File: src/rtl/lot_lane_tracker_if.sv
// lot_lane_tracker_if: per-lane beam sensors in, lane events and shared occupancy state out.
interface lot_lane_tracker_if #(
  parameter int NUM_LANES = 2,
  parameter int CNT_W = 7
);
  logic [NUM_LANES-1:0] sens_out, sens_in, lane_enter, lane_exit, lane_abort;
  logic clr_count, full, empty, refused;
  logic [CNT_W-1:0] count;
  modport master (
    output sens_out, sens_in, clr_count,
    input lane_enter, lane_exit, lane_abort, count, full, empty, refused
  );
  modport slave (
    input sens_out, sens_in, clr_count,
    output lane_enter, lane_exit, lane_abort, count, full, empty, refused
  );
endinterface

File: src/rtl/lot_lane_tracker.sv
// lot_lane_tracker: per-gate entry/exit FSMs feeding a shared saturating occupancy counter.
// Define DEBOUNCE_EN to add a 2-flop synchronizer and DB_CYC-sample stability filter per sensor bit.
module lot_lane_tracker #(
  parameter int NUM_LANES = 2,
  parameter int CAPACITY = 99,
  parameter int CNT_W = 7,
  parameter int TIMEOUT_CYC = 1000,
  parameter int DB_CYC = 4
) (
  input logic clk,
  input logic rst_n,
  lot_lane_tracker_if.slave bus
);
  typedef enum logic [1:0] {IDLE, ARM, BOTH, CLEAR} state_t;
  localparam int TW = TIMEOUT_CYC > 0 ? $clog2(TIMEOUT_CYC + 1) : 1;
  localparam int SW = CNT_W + 4;
  if (NUM_LANES < 1 || NUM_LANES > 8 || CAPACITY < 1 || CAPACITY >= 2 ** CNT_W || DB_CYC < 1) begin : g_bad_param
    $error("lot_lane_tracker: illegal parameter set");
  end
  logic [2*NUM_LANES-1:0] w_raw, w_flt;
  logic [NUM_LANES-1:0] w_ent, w_ext, w_abt;
  assign w_raw = {bus.sens_in, bus.sens_out};
`ifdef DEBOUNCE_EN
  localparam int DW = $clog2(DB_CYC + 1);
  for (genvar b = 0; b < 2 * NUM_LANES; b++) begin : g_db
    logic r_s1, r_s2, r_f;
    logic [DW-1:0] r_n;
    always_ff @(posedge clk or negedge rst_n)
      if (!rst_n) {r_s1, r_s2, r_f, r_n} <= '0;
      else begin
        r_s1 <= w_raw[b];
        r_s2 <= r_s1;
        r_n <= (r_s2 == r_f || r_n == DW'(DB_CYC - 1)) ? '0 : r_n + 1'b1;
        if (r_s2 != r_f && r_n == DW'(DB_CYC - 1)) r_f <= r_s2;
      end
    assign w_flt[b] = r_f;
  end
`else
  assign w_flt = w_raw;
`endif
  for (genvar l = 0; l < NUM_LANES; l++) begin : g_lane
    state_t r_st, w_nx;
    logic r_dir, r_lock, r_en, r_ex, r_ab, w_so, w_si, w_lead, w_trail, w_bad, w_to;
    logic [TW-1:0] r_tm;
    assign w_so = w_flt[l];
    assign w_si = w_flt[NUM_LANES+l];
    // r_dir = 1 means an exit, so the inner beam leads
    assign w_lead = r_dir ? w_si : w_so;
    assign w_trail = r_dir ? w_so : w_si;
    always_comb begin
      w_nx = (w_lead && w_trail) ? BOTH : w_lead ? (r_st == CLEAR ? IDLE : ARM)
           : w_trail ? (r_st == ARM ? IDLE : CLEAR) : IDLE;
      w_bad = (w_lead ^ w_trail) ? (w_lead ? r_st == CLEAR : r_st == ARM) : (!w_lead && r_st == BOTH);
      w_to = TIMEOUT_CYC != 0 && w_nx == r_st && r_tm == TW'(TIMEOUT_CYC - 1);
    end
    always_ff @(posedge clk or negedge rst_n)
      if (!rst_n) begin
        r_st <= IDLE;
        {r_dir, r_lock, r_en, r_ex, r_ab} <= '0;
        r_tm <= '0;
      end else begin
        r_en <= 1'b0;
        r_ex <= 1'b0;
        r_ab <= 1'b0;
        if (r_st == IDLE) begin
          r_tm <= '0;
          if (r_lock) r_lock <= w_so | w_si;
          else if (w_so ^ w_si) begin
            r_st <= ARM;
            r_dir <= w_si;
          end
        end else if (w_bad || w_to) begin
          r_st <= IDLE;
          r_ab <= 1'b1;
          r_lock <= 1'b1;
          r_tm <= '0;
        end else begin
          r_st <= w_nx;
          r_tm <= (w_nx == r_st) ? r_tm + 1'b1 : '0;
          r_en <= r_st == CLEAR && w_nx == IDLE && !r_dir;
          r_ex <= r_st == CLEAR && w_nx == IDLE && r_dir;
        end
      end
    assign w_ent[l] = r_en;
    assign w_ext[l] = r_ex;
    assign w_abt[l] = r_ab;
  end
  logic [CNT_W-1:0] r_cnt;
  logic r_ref;
  logic signed [SW-1:0] w_sum, w_clp;
  // opposite events cancel before the clamp is applied
  always_comb begin
    w_sum = SW'(r_cnt);
    for (int k = 0; k < NUM_LANES; k++) w_sum = w_sum + SW'(w_ent[k]) - SW'(w_ext[k]);
    w_clp = w_sum < 0 ? '0 : w_sum > SW'(CAPACITY) ? SW'(CAPACITY) : w_sum;
  end
  always_ff @(posedge clk or negedge rst_n)
    if (!rst_n) begin
      r_cnt <= '0;
      r_ref <= 1'b0;
    end else begin
      r_cnt <= bus.clr_count ? '0 : CNT_W'(w_clp);
      r_ref <= !bus.clr_count && w_clp != w_sum;
    end
  assign bus.count = r_cnt;
  assign bus.full = r_cnt == CNT_W'(CAPACITY);
  assign bus.empty = r_cnt == '0;
  assign bus.refused = r_ref;
  assign bus.lane_enter = w_ent;
  assign bus.lane_exit = w_ext;
  assign bus.lane_abort = w_abt;
endmodule
File: src/flat_wrapper.sv
// flat-port wrapper written by rule: the top's interface ports become plain ports
module lot_lane_tracker_flat 
#(
  parameter int NUM_LANES = 2,
  parameter int CAPACITY = 99,
  parameter int CNT_W = 7,
  parameter int TIMEOUT_CYC = 1000,
  parameter int DB_CYC = 4
)
  (clk, rst_n, bus_sens_out, bus_sens_in, bus_clr_count, bus_lane_enter, bus_lane_exit, bus_lane_abort, bus_count, bus_full, bus_empty, bus_refused);
  lot_lane_tracker_if #(.NUM_LANES(NUM_LANES), .CNT_W(CNT_W)) bus_i ();
  input logic clk;
  input logic rst_n;
  input wire logic [$bits(bus_i.sens_out)-1:0] bus_sens_out;
  input wire logic [$bits(bus_i.sens_in)-1:0] bus_sens_in;
  input wire logic [$bits(bus_i.clr_count)-1:0] bus_clr_count;
  output wire logic [$bits(bus_i.lane_enter)-1:0] bus_lane_enter;
  output wire logic [$bits(bus_i.lane_exit)-1:0] bus_lane_exit;
  output wire logic [$bits(bus_i.lane_abort)-1:0] bus_lane_abort;
  output wire logic [$bits(bus_i.count)-1:0] bus_count;
  output wire logic [$bits(bus_i.full)-1:0] bus_full;
  output wire logic [$bits(bus_i.empty)-1:0] bus_empty;
  output wire logic [$bits(bus_i.refused)-1:0] bus_refused;
  assign bus_i.sens_out = bus_sens_out;
  assign bus_i.sens_in = bus_sens_in;
  assign bus_i.clr_count = bus_clr_count;
  assign bus_lane_enter = bus_i.lane_enter;
  assign bus_lane_exit = bus_i.lane_exit;
  assign bus_lane_abort = bus_i.lane_abort;
  assign bus_count = bus_i.count;
  assign bus_full = bus_i.full;
  assign bus_empty = bus_i.empty;
  assign bus_refused = bus_i.refused;
  lot_lane_tracker #(.NUM_LANES(NUM_LANES), .CAPACITY(CAPACITY), .CNT_W(CNT_W), .TIMEOUT_CYC(TIMEOUT_CYC), .DB_CYC(DB_CYC)) u_core (.clk(clk), .rst_n(rst_n), .bus(bus_i));
endmodule
File: config.mk
export PLATFORM = sky130hd
export DESIGN_NAME = lot_lane_tracker_flat
export DESIGN_NICKNAME = d
export VERILOG_FILES = /design/src/rtl/lot_lane_tracker_if.sv /design/src/rtl/lot_lane_tracker.sv /design/src/flat_wrapper.sv
export SDC_FILE = /design/constraint.sdc
export NUM_CORES = 1
export LEC_CHECK = 0
export ABC_AREA = 1
export BUFFER_PORTS_ARGS = -buffer_cell sky130_fd_sc_hd__buf_4
export CORE_ASPECT_RATIO = 1.5
export CORE_MARGIN = 2
export CORE_UTILIZATION = 45
export CTS_CLUSTER_DIAMETER = 150
export DETAILED_ROUTE_END_ITERATION = 8
export PLACE_DENSITY = 0.72
export RECOVER_POWER = 25
export SLEW_MARGIN = 20
export SYNTH_ARGS = -nofsm -noshare
export SYNTH_HDL_FRONTEND = slang
export SYNTH_SLANG_ARGS = --single-unit
export TNS_END_PERCENT = 30
File: constraint.sdc
create_clock -name clk -period 7.29 [get_ports clk]
set_input_delay 0.3645 -clock clk [delete_from_list [all_inputs] [get_ports clk]]
set_output_delay 0.3645 -clock clk [all_outputs]
set_load 0.1 [all_outputs]
==> run_results.csv, run 1 <==
group,metric,value,unit
outcome,status,"finished, violations left",
outcome,violations,"max-capacitance violations, max-slew violations",
synthesis,syn_inst,362,
pwr,power.leakage,1.66,nW
job,drv_cap,1,
routing,drc,0,
die,start_util,46.5,%
timing,tns,0,ns
synthesis,avgSynthCellArea,7.88,um2
synthesis,synth_warnings,0,
routing,wl_per_cell,11.8,um
timing,finalSetupViolations,0,
synthesis,yosysUniqueCellTypes,31,
timing,tightest_slew,2.30,ns
clocking,worstSkewPairLatency,0.29,ns
die,io_pins,23,
critical_path,worstPathRequired,7.51,ns
routing,via_per_inst,5.00,
die,coreArea,6130,um2
placement,portBuffers,22,
die,die_area,7010,um2
pwr,p_sw,536,uW
critical_path,cp.arrival,3.32,ns
min_path,hp-class,"in -> reg",
routing,ant_nets,0,
timing,finalCritPeriodShare,42.5,%
finish,regArea,1050,um2
clocking,hold_buffers,0,
critical_path,reg2reg_depth,19,
clocking,cts_tree,"built",
synthesis,synth_top_family_by_area,"simple AND/OR/NAND/NOR gates",
finish,final_core_util,51.3,%
clocking,cts_resized,0,
synthesis,synthesis.area,2850,um2
finish,drive_gt1_share,15.4,%
synthesis,synth-simple-area-share,33.2,%
critical_path,end_kind,"flip-flop",
finish,fill_cells,588,
pwr,power_frac_seq,30.4,%
pwr,p_clk_share,14.7,%
timing,rsz0062_at_grt,"false",
finish,syn_to_final_growth,10.2,%
die,row_count,35,
global_route,grt_pass1_wl,9580,um
pwr,ir_worst_vdd,135,uV
finish,final_nets,410,
global_route,grt.total_usage,16.7,%
clocking,htreeDepth,2,
critical_path,critPathMaxStageDelay,0.41,ns
timing,relSlewSlack,-53.2,%
global_route,grt_pass1_vias,2223,
synthesis,ys_ff_latch,42,
synthesis,yosys.area_share.adder,9.30,%
finish,diodes,0,
synthesis,synth-xor-area-share,5.53,%
critical_path,cp_slowest_cell,"dfrtp_1",
synthesis,synthFlopType,"dfrtp_1",
pwr,p_int,516,uW
global_route,antenna_found_initial,0,
pwr,switching_share,51.0,%
critical_path,timing.rr.end,"u_core.bus.count[3]$_DFF_PN0_",
timing,max_clock_freq,323,MHz
critical_path,crit_path_start,"u_core.bus.count[0]$_DFF_PN0_",
routing,firstDrtPassIters,4,
timing,layout_min_cycle_time,3.10,ns
timing,hold_viol,0,
placement,post-dp-hpwl,4320,um
critical_path,worstPathCellList,"ha_1 > inv_1 > fa_1 > ha_1 > inv_1 > ha_1 > inv_1 > fa_1 > nor2_1 > nand3_1 > nand2_1 > nand2_1 > nand2_1 > nor2_1 > nand2_1 > nand2_4 > nor2_8 > nand2_4 > nor2_2",
clocking,cts_buffer_depth,2,
critical_path,crit_top_cell,"nand2_1",
clocking,cts_setup_buffers,0,
global_route,grt_max_degree,43,
critical_path,start_kind,"flip-flop",
clocking,cts.sinks,42,
critical_path,r2r_start,"u_core.bus.count[0]$_DFF_PN0_",
critical_path,path_max_fanout,5,
routing,vias,2289,
placement,routabilityCongestion,0.823,
synthesis,synth-compound-area-share,5.83,%
pwr,power_frac_comb,54.9,%
die,die_h,102,um
pwr,cellPowerDensity,334,nW/um2
clocking,cts_root_buffer,"clkbuf_8",
global_route,grt-ovfl-total,0,
critical_path,rrSetupSlack,4.19,ns
critical_path,endpoint,"u_core.bus.count[3]$_DFF_PN0_",
timing,finalMaxSlewViolations,43,
clocking,cts.clk_slew.worst_paths,0.09,ns
die,die_x,69.0,um
finish,multi_input_area,1540,um2
timing,clock_skew,0.0118,ns
synthesis,synth.yosys.seq_area_share,36.8,%
synthesis,async_flop_share,100,%
routing,drt-initial-drc-count,90,
synthesis,synth_fp_nets,389,
routing,totalWireLength,5390,um
synthesis,muxShareOfSynthArea,0,%
clocking,cts_inserted_buffers,5,
critical_path,worstSetupPathType,"reg -> reg",
synthesis,synth-edff-count,0,
-- layout by cell type, fill, tap and decap left out, types with 2 or more instances in the layout --
cell type  synthesis  layout
dfrtp_1           42      42
buf_4              7      21
nand4_1            4       4
clkbuf_8           0       6
a22oi_1            2       2
nor2_1            40      40
nand3_1           27      27
xnor2_1            3       3
nor3b_1            2       2
o21ai_1            4       4
fa_1               2       2
nor2_8             2       2
nand2_1           78      78
nor4_1             5       5
nand2_4            5       5
nand3_2            4       4
o21ai_0            3       3
nand3b_1           6       6
inv_2              4       4
ha_1              18      18
inv_1             51      51
a21oi_1           12      12
xor2_1            15      15
nor2_2             3       3
nor3_1             5       5
nand2_2           10      10
o21a_1             3       3
-- how the worst min path moves through the flow --
stage,from,endpoint,slack (ns),depth (start not counted)
final,bus_clr_count,u_core.bus.refused$_DFF_PN0_,0.22,2
after global routing,bus_clr_count,u_core.bus.refused$_DFF_PN0_,0.21,2
after CTS,rst_n,u_core.g_lane[0].r_tm[9]$_DFF_PN0_,0.06,1
after detailed placement,rst_n,u_core.g_lane[0].r_tm[0]$_DFF_PN0_,0.39,1
after global placement,rst_n,u_core.g_lane[0].r_tm[3]$_DFF_PN0_,0.38,1
after floorplan,rst_n,u_core.bus.count[0]$_DFF_PN0_,0.07,0
-- power groups by stage --
stage	combinational, mW	sequential [mW]	clock [mW]
global route	0.639	0.326	0.171
floorplan	0.401	0.392	0
detailed placement	0.583	0.324	0
finish	0.577	0.319	0.155
CTS	0.584	0.319	0.160
global placement	0.571	0.320	0
-- registers in the layout, indices dropped and copies added (netlist names) --
name / flops
u_core.g_lane.r_ab: 2
u_core.bus.count: 7
u_core.bus.refused: 1
u_core.g_lane.r_en: 2
u_core.g_lane.r_tm: 20
u_core.g_lane.r_dir: 2
u_core.g_lane.r_ex: 2
u_core.g_lane.r_st: 4
u_core.g_lane.r_lock: 2
-- critical path, delay by kind of cell, from the launching register on --
kind	cells	cell delay [ns]
adder cells (fa/ha/maj)	5	1.48
buffers and inverters	3	0.17
flip-flops	1	0.41
AND/OR/NAND/NOR	11	0.97
-- cell families (layout without fill, tap and decap cells) --
kind of cell	count (synthesis)	in the layout
AO/OA/AOI/OAI	27	27
XOR/XNOR	18	18
adder cells (fa/ha/maj)	20	20
buffers and inverters	63	85
flip-flops	42	42
AND/OR/NAND/NOR	192	192
-- per-layer routing --
| metal | wire (um) | vias up | GRT usage, % |
|---|---|---|---|
| met4 | 133 | 0 | 6.94 |
| met5 | 0 | - | 0 |
| met1 | 2230 | 1070 | 18.8 |
| li1 | - | 1180 | - |
| met2 | 2890 | 30 | 31.4 |
| met3 | 132 | 9 | 2.69 |
-- cell type report --
class | instances | share of cell area, %
Multi-Input combinational cell | 257 | 48.9
Sequential cell | 42 | 33.4
Tap cell | 74 | 2.94
Clock buffer | 6 | 2.63
Timing Repair Buffer | 22 | 5.13
Clock inverter | 2 | 0.398
Inverter | 55 | 6.57
-- synthesized netlist by cell type, types with 3 or more instances --
library cell,count,area (um2)
nand3b_1,6,45.0
o21a_1,3,22.5
nor4_1,5,31.3
nor3_1,5,25.0
xnor2_1,3,26.3
nand2_4,5,56.3
a21oi_1,12,60.1
nand2_2,10,62.6
nand4_1,4,25.0
nor2_2,3,18.8
nor2_1,40,150
nand3_1,27,135
inv_2,4,15.0
o21ai_0,3,15.0
buf_4,7,52.6
dfrtp_1,42,1050
nand2_1,78,293
o21ai_1,4,20.0
nand3_2,4,40.0
ha_1,18,225
xor2_1,15,131
inv_1,51,191
-- metrics by stage --
| stage | total power, mW | setup WS [ns] | instances | instance area [um2] | hold slack (ns) |
|---|---|---|---|---|---|
| after floorplan | 0.794 | 2.82 | 362 | 2850 | 0.0689 |
| after global placement | 0.891 | 4.28 | 450 | 3050 | 0.379 |
| after detailed placement | 0.907 | 4.17 | 450 | 3050 | 0.386 |
| after CTS | 1.06 | 4.16 | 458 | 3150 | 0.0628 |
| after global routing | 1.14 | 3.89 | 458 | 3140 | 0.211 |
| final | 1.05 | 4.19 | 458 | 3140 | 0.222 |
No activity file was read; power rests on OpenSTA's default activity.
==> run 2, diff against run 1 <==
Settings changed: ABC_AREA 1 to 0, PLACE_DENSITY 0.72 to 0.74.
Clock period 7.29 ns to 2.7 ns, I/O delays scaled along.
==> run 2 against run 1 <==
Against the previous run: the flow finishes with violations (negative setup slack); worst hold slack got worse by 0.20 ns; setup slack lost 4.5 ns; critical path depth fell by 6; total power increased to 2.8 times the previous value; routed wire length increased by 23%; die area up 5.6%; highest routed layer unchanged.
==> run_results.csv, run 2 <==
group,metric,value,unit
critical_path,cp.arrival,3.23,ns
placement,post-dp-hpwl,5050,um
routing,firstDrtPassIters,4,
synthesis,synthFlopType,"dfrtp_1",
critical_path,rrSetupSlack,-0.35,ns
clocking,cts.sinks,42,
placement,portBuffers,22,
pwr,power,2.97,mW
timing,clock_skew,0.00430,ns
pwr,power.leakage,1.66,nW
routing,via_per_inst,5.61,
min_path,holdPathEnd,"u_core.bus.refused$_DFF_PN0_",
clocking,cts_root_buffer,"clkbuf_8",
clocking,cts_buffer_depth,2,
routing,drt-initial-drc-count,118,
min_path,hp-class,"in -> reg",
finish,diodes,0,
die,start_util,46.6,%
critical_path,end_kind,"flip-flop",
routing,drc,0,
synthesis,synth_fp_nets,361,
global_route,grt_pass1_wl,11600,um
finish,fill_cells,587,
die,row_count,36,
routing,ant_nets,0,
global_route,grt.total_usage,19.1,%
synthesis,synth.yosys.seq_area_share,34.8,%
clocking,cts.clk_slew.worst_paths,0.07,ns
timing,relSlewSlack,31.3,%
synthesis,yosys-top-cells-count,"dfrtp_1, nor2_1, nand2_1",
critical_path,timing.rr.end,"u_core.bus.count[4]$_DFF_PN0_",
global_route,grt_max_degree,43,
placement,routabilityCongestion,0.877,
synthesis,synthDominantCellAreaShare,34.8,%
finish,largest-register,"u_core.g_lane.r_tm",
synthesis,synthTopCellsByArea,"dfrtp_1, ha_1, xnor2_1",
finish,syn_to_final_growth,23.4,%
global_route,grt_pass1_vias,2591,
clocking,htreeDepth,2,
global_route,antenna_found_initial,0,
die,die_h,104,um
synthesis,avgSynthCellArea,9.04,um2
outcome,violations,"negative setup slack",
die,die_x,70.9,um
critical_path,cp_slowest_cell,"dfrtp_4",
die,die_area,7400,um2
critical_path,worstPathRequired,2.88,ns
routing,vias,2593,
synthesis,async_flop_share,100,%
timing,finalCritPeriodShare,113,%
routing,totalWireLength,6650,um
timing,layout_min_cycle_time,3.05,ns
synthesis,synth_warnings,0,
job,drv_cap,0,
timing,tightest_slew,1.03,ns
synthesis,yosysMostFrequentCell,"dfrtp_1",
pwr,ir_worst_vdd,451,uV
critical_path,r2r_start,"u_core.bus.count[0]$_DFF_PN0_",
clocking,worstSkewPairLatency,0.29,ns
critical_path,path_max_fanout,6,
die,io_pins,23,
outcome,status,"finished, violations left",
clocking,cts_inserted_buffers,5,
die,coreArea,6490,um2
critical_path,worstSetupPathType,"reg -> reg",
critical_path,reg2reg_depth,13,
synthesis,netlist.top_cell.by_area,"dfrtp_1",
min_path,min_from,"bus_clr_count",
clocking,cts_tree,"built",
timing,fin_ws,-0.352,ns
timing,hold_viol,0,
pwr,cellPowerDensity,798,nW/um2
synthesis,synth-edff-count,0,
finish,final_nets,412,
timing,finalMaxSlewViolations,0,
finish,largest_reg_flops,20,
finish,most-common-layout-cells,"buf_4, dfrtp_1, nor2_1, nand2_1, inv_1",
critical_path,start_kind,"flip-flop",
routing,wl_per_cell,14.4,um
min_path,hold_depth,2,
synthesis,ys_ff_latch,42,
global_route,grt-ovfl-total,0,
finish,layout_commonest_cell,"buf_4",
synthesis,yosysUniqueCellTypes,64,
synthesis,syn_inst,334,
timing,finalSetupViolations,8,
synthesis,synthesis.area,3020,um2
finish,final_core_util,57.4,%
timing,max_clock_freq,328,MHz
critical_path,worstPathCellList,"ha_4 > inv_2 > fa_2 > inv_2 > ha_4 > ha_4 > inv_2 > fa_2 > nand2b_4 > o31ai_4 > xnor2_1 > or3_4 > and4_1",
critical_path,worst-path-buf-inv,3,
timing,rsz0062_at_grt,"true",
critical_path,critPathMaxStageDelay,0.49,ns
finish,drive_gt1_share,29.8,%
critical_path,crit_family,"adder cells",
run 2: worst max path at each step:
stage,startpoint,end,slack [ns],cells after the start
after global routing,u_core.bus.count[0]$_DFF_PN0_,u_core.bus.count[4]$_DFF_PN0_,-0.43,13
after global placement,u_core.bus.count[0]$_DFF_PN0_,u_core.bus.count[0]$_DFF_PN0_,-0.34,13
after detailed placement,u_core.bus.count[0]$_DFF_PN0_,u_core.bus.count[4]$_DFF_PN0_,-0.39,13
final,u_core.bus.count[0]$_DFF_PN0_,u_core.bus.count[4]$_DFF_PN0_,-0.35,13
after floorplan,u_core.bus.count[6]$_DFF_PN0_,bus_empty,-0.49,3
after CTS,u_core.bus.count[0]$_DFF_PN0_,u_core.bus.count[4]$_DFF_PN0_,-0.34,13
run 2: cells by family after synthesis:
| group | after synthesis | share of synthesized area, % |
|---|---|---|
| buffers and inverters | 43 | 6.92 |
| AO/OA/AOI/OAI | 62 | 14.6 |
| XOR/XNOR | 30 | 9.44 |
| adder cells (fa/ha/maj) | 21 | 9.11 |
| multiplexers | 5 | 1.74 |
| flip-flops | 42 | 34.8 |
| AND/OR/NAND/NOR | 131 | 23.4 |
run 2: routing by layer:
metal	up-vias	GRT usage [%]	wire length [um]
li1	1277	-	-
met1	1252	21.8	2630
met2	50	34.6	3580
met3	14	3.39	211
met4	0	7.14	221
met5	-	0	0
run 2: where the power goes:
group          total, mW  internal, mW  switching, mW
combinational       1.56         0.606          0.955
clock              0.483         0.277          0.207
sequential         0.929         0.742          0.187
total               2.97          1.62           1.35
run 2: what timing repair did:
| action | CTS | global route |
|---|---|---|
| endpoints found under the setup margin | 8 | 18 |
| pin swaps | 3 | 2 |
| cloned | 0 | 0 |
| endpoints found under the hold margin | 42 | 0 |
| buffers inserted | 0 | 0 |
| hold buffers | 1 | 0 |
| resized for setup | 6 | 6 |
run 2: stage by stage:
stage          hold WS [ns]  cell area, um2  cells  TNS [ns]  setup slack [ns]
2_1_floorplan        -0.161            3110    334     -4.05            -0.486
3_3_place_gp          0.147            3560    453     -2.35            -0.336
3_5_place_dp          0.155            3560    453     -2.72            -0.388
4_1_cts              0.0210            3700    462     -2.15            -0.337
5_1_grt              0.0168            3730    462     -3.00            -0.427
6_report             0.0250            3730    462     -2.30            -0.352
run 2: cell type report:
type / instances / area (um2) / area share (%)
Multi-Input combinational cell: 249 / 1890 / 50.8
Inverter: 23 / 88.8 / 2.38
Clock buffer: 7 / 76.3 / 2.05
Clock inverter: 1 / 30.0 / 0.806
Timing Repair Buffer: 64 / 480 / 12.9
Sequential cell: 42 / 1060 / 28.5
Tap cell: 76 / 95.1 / 2.55
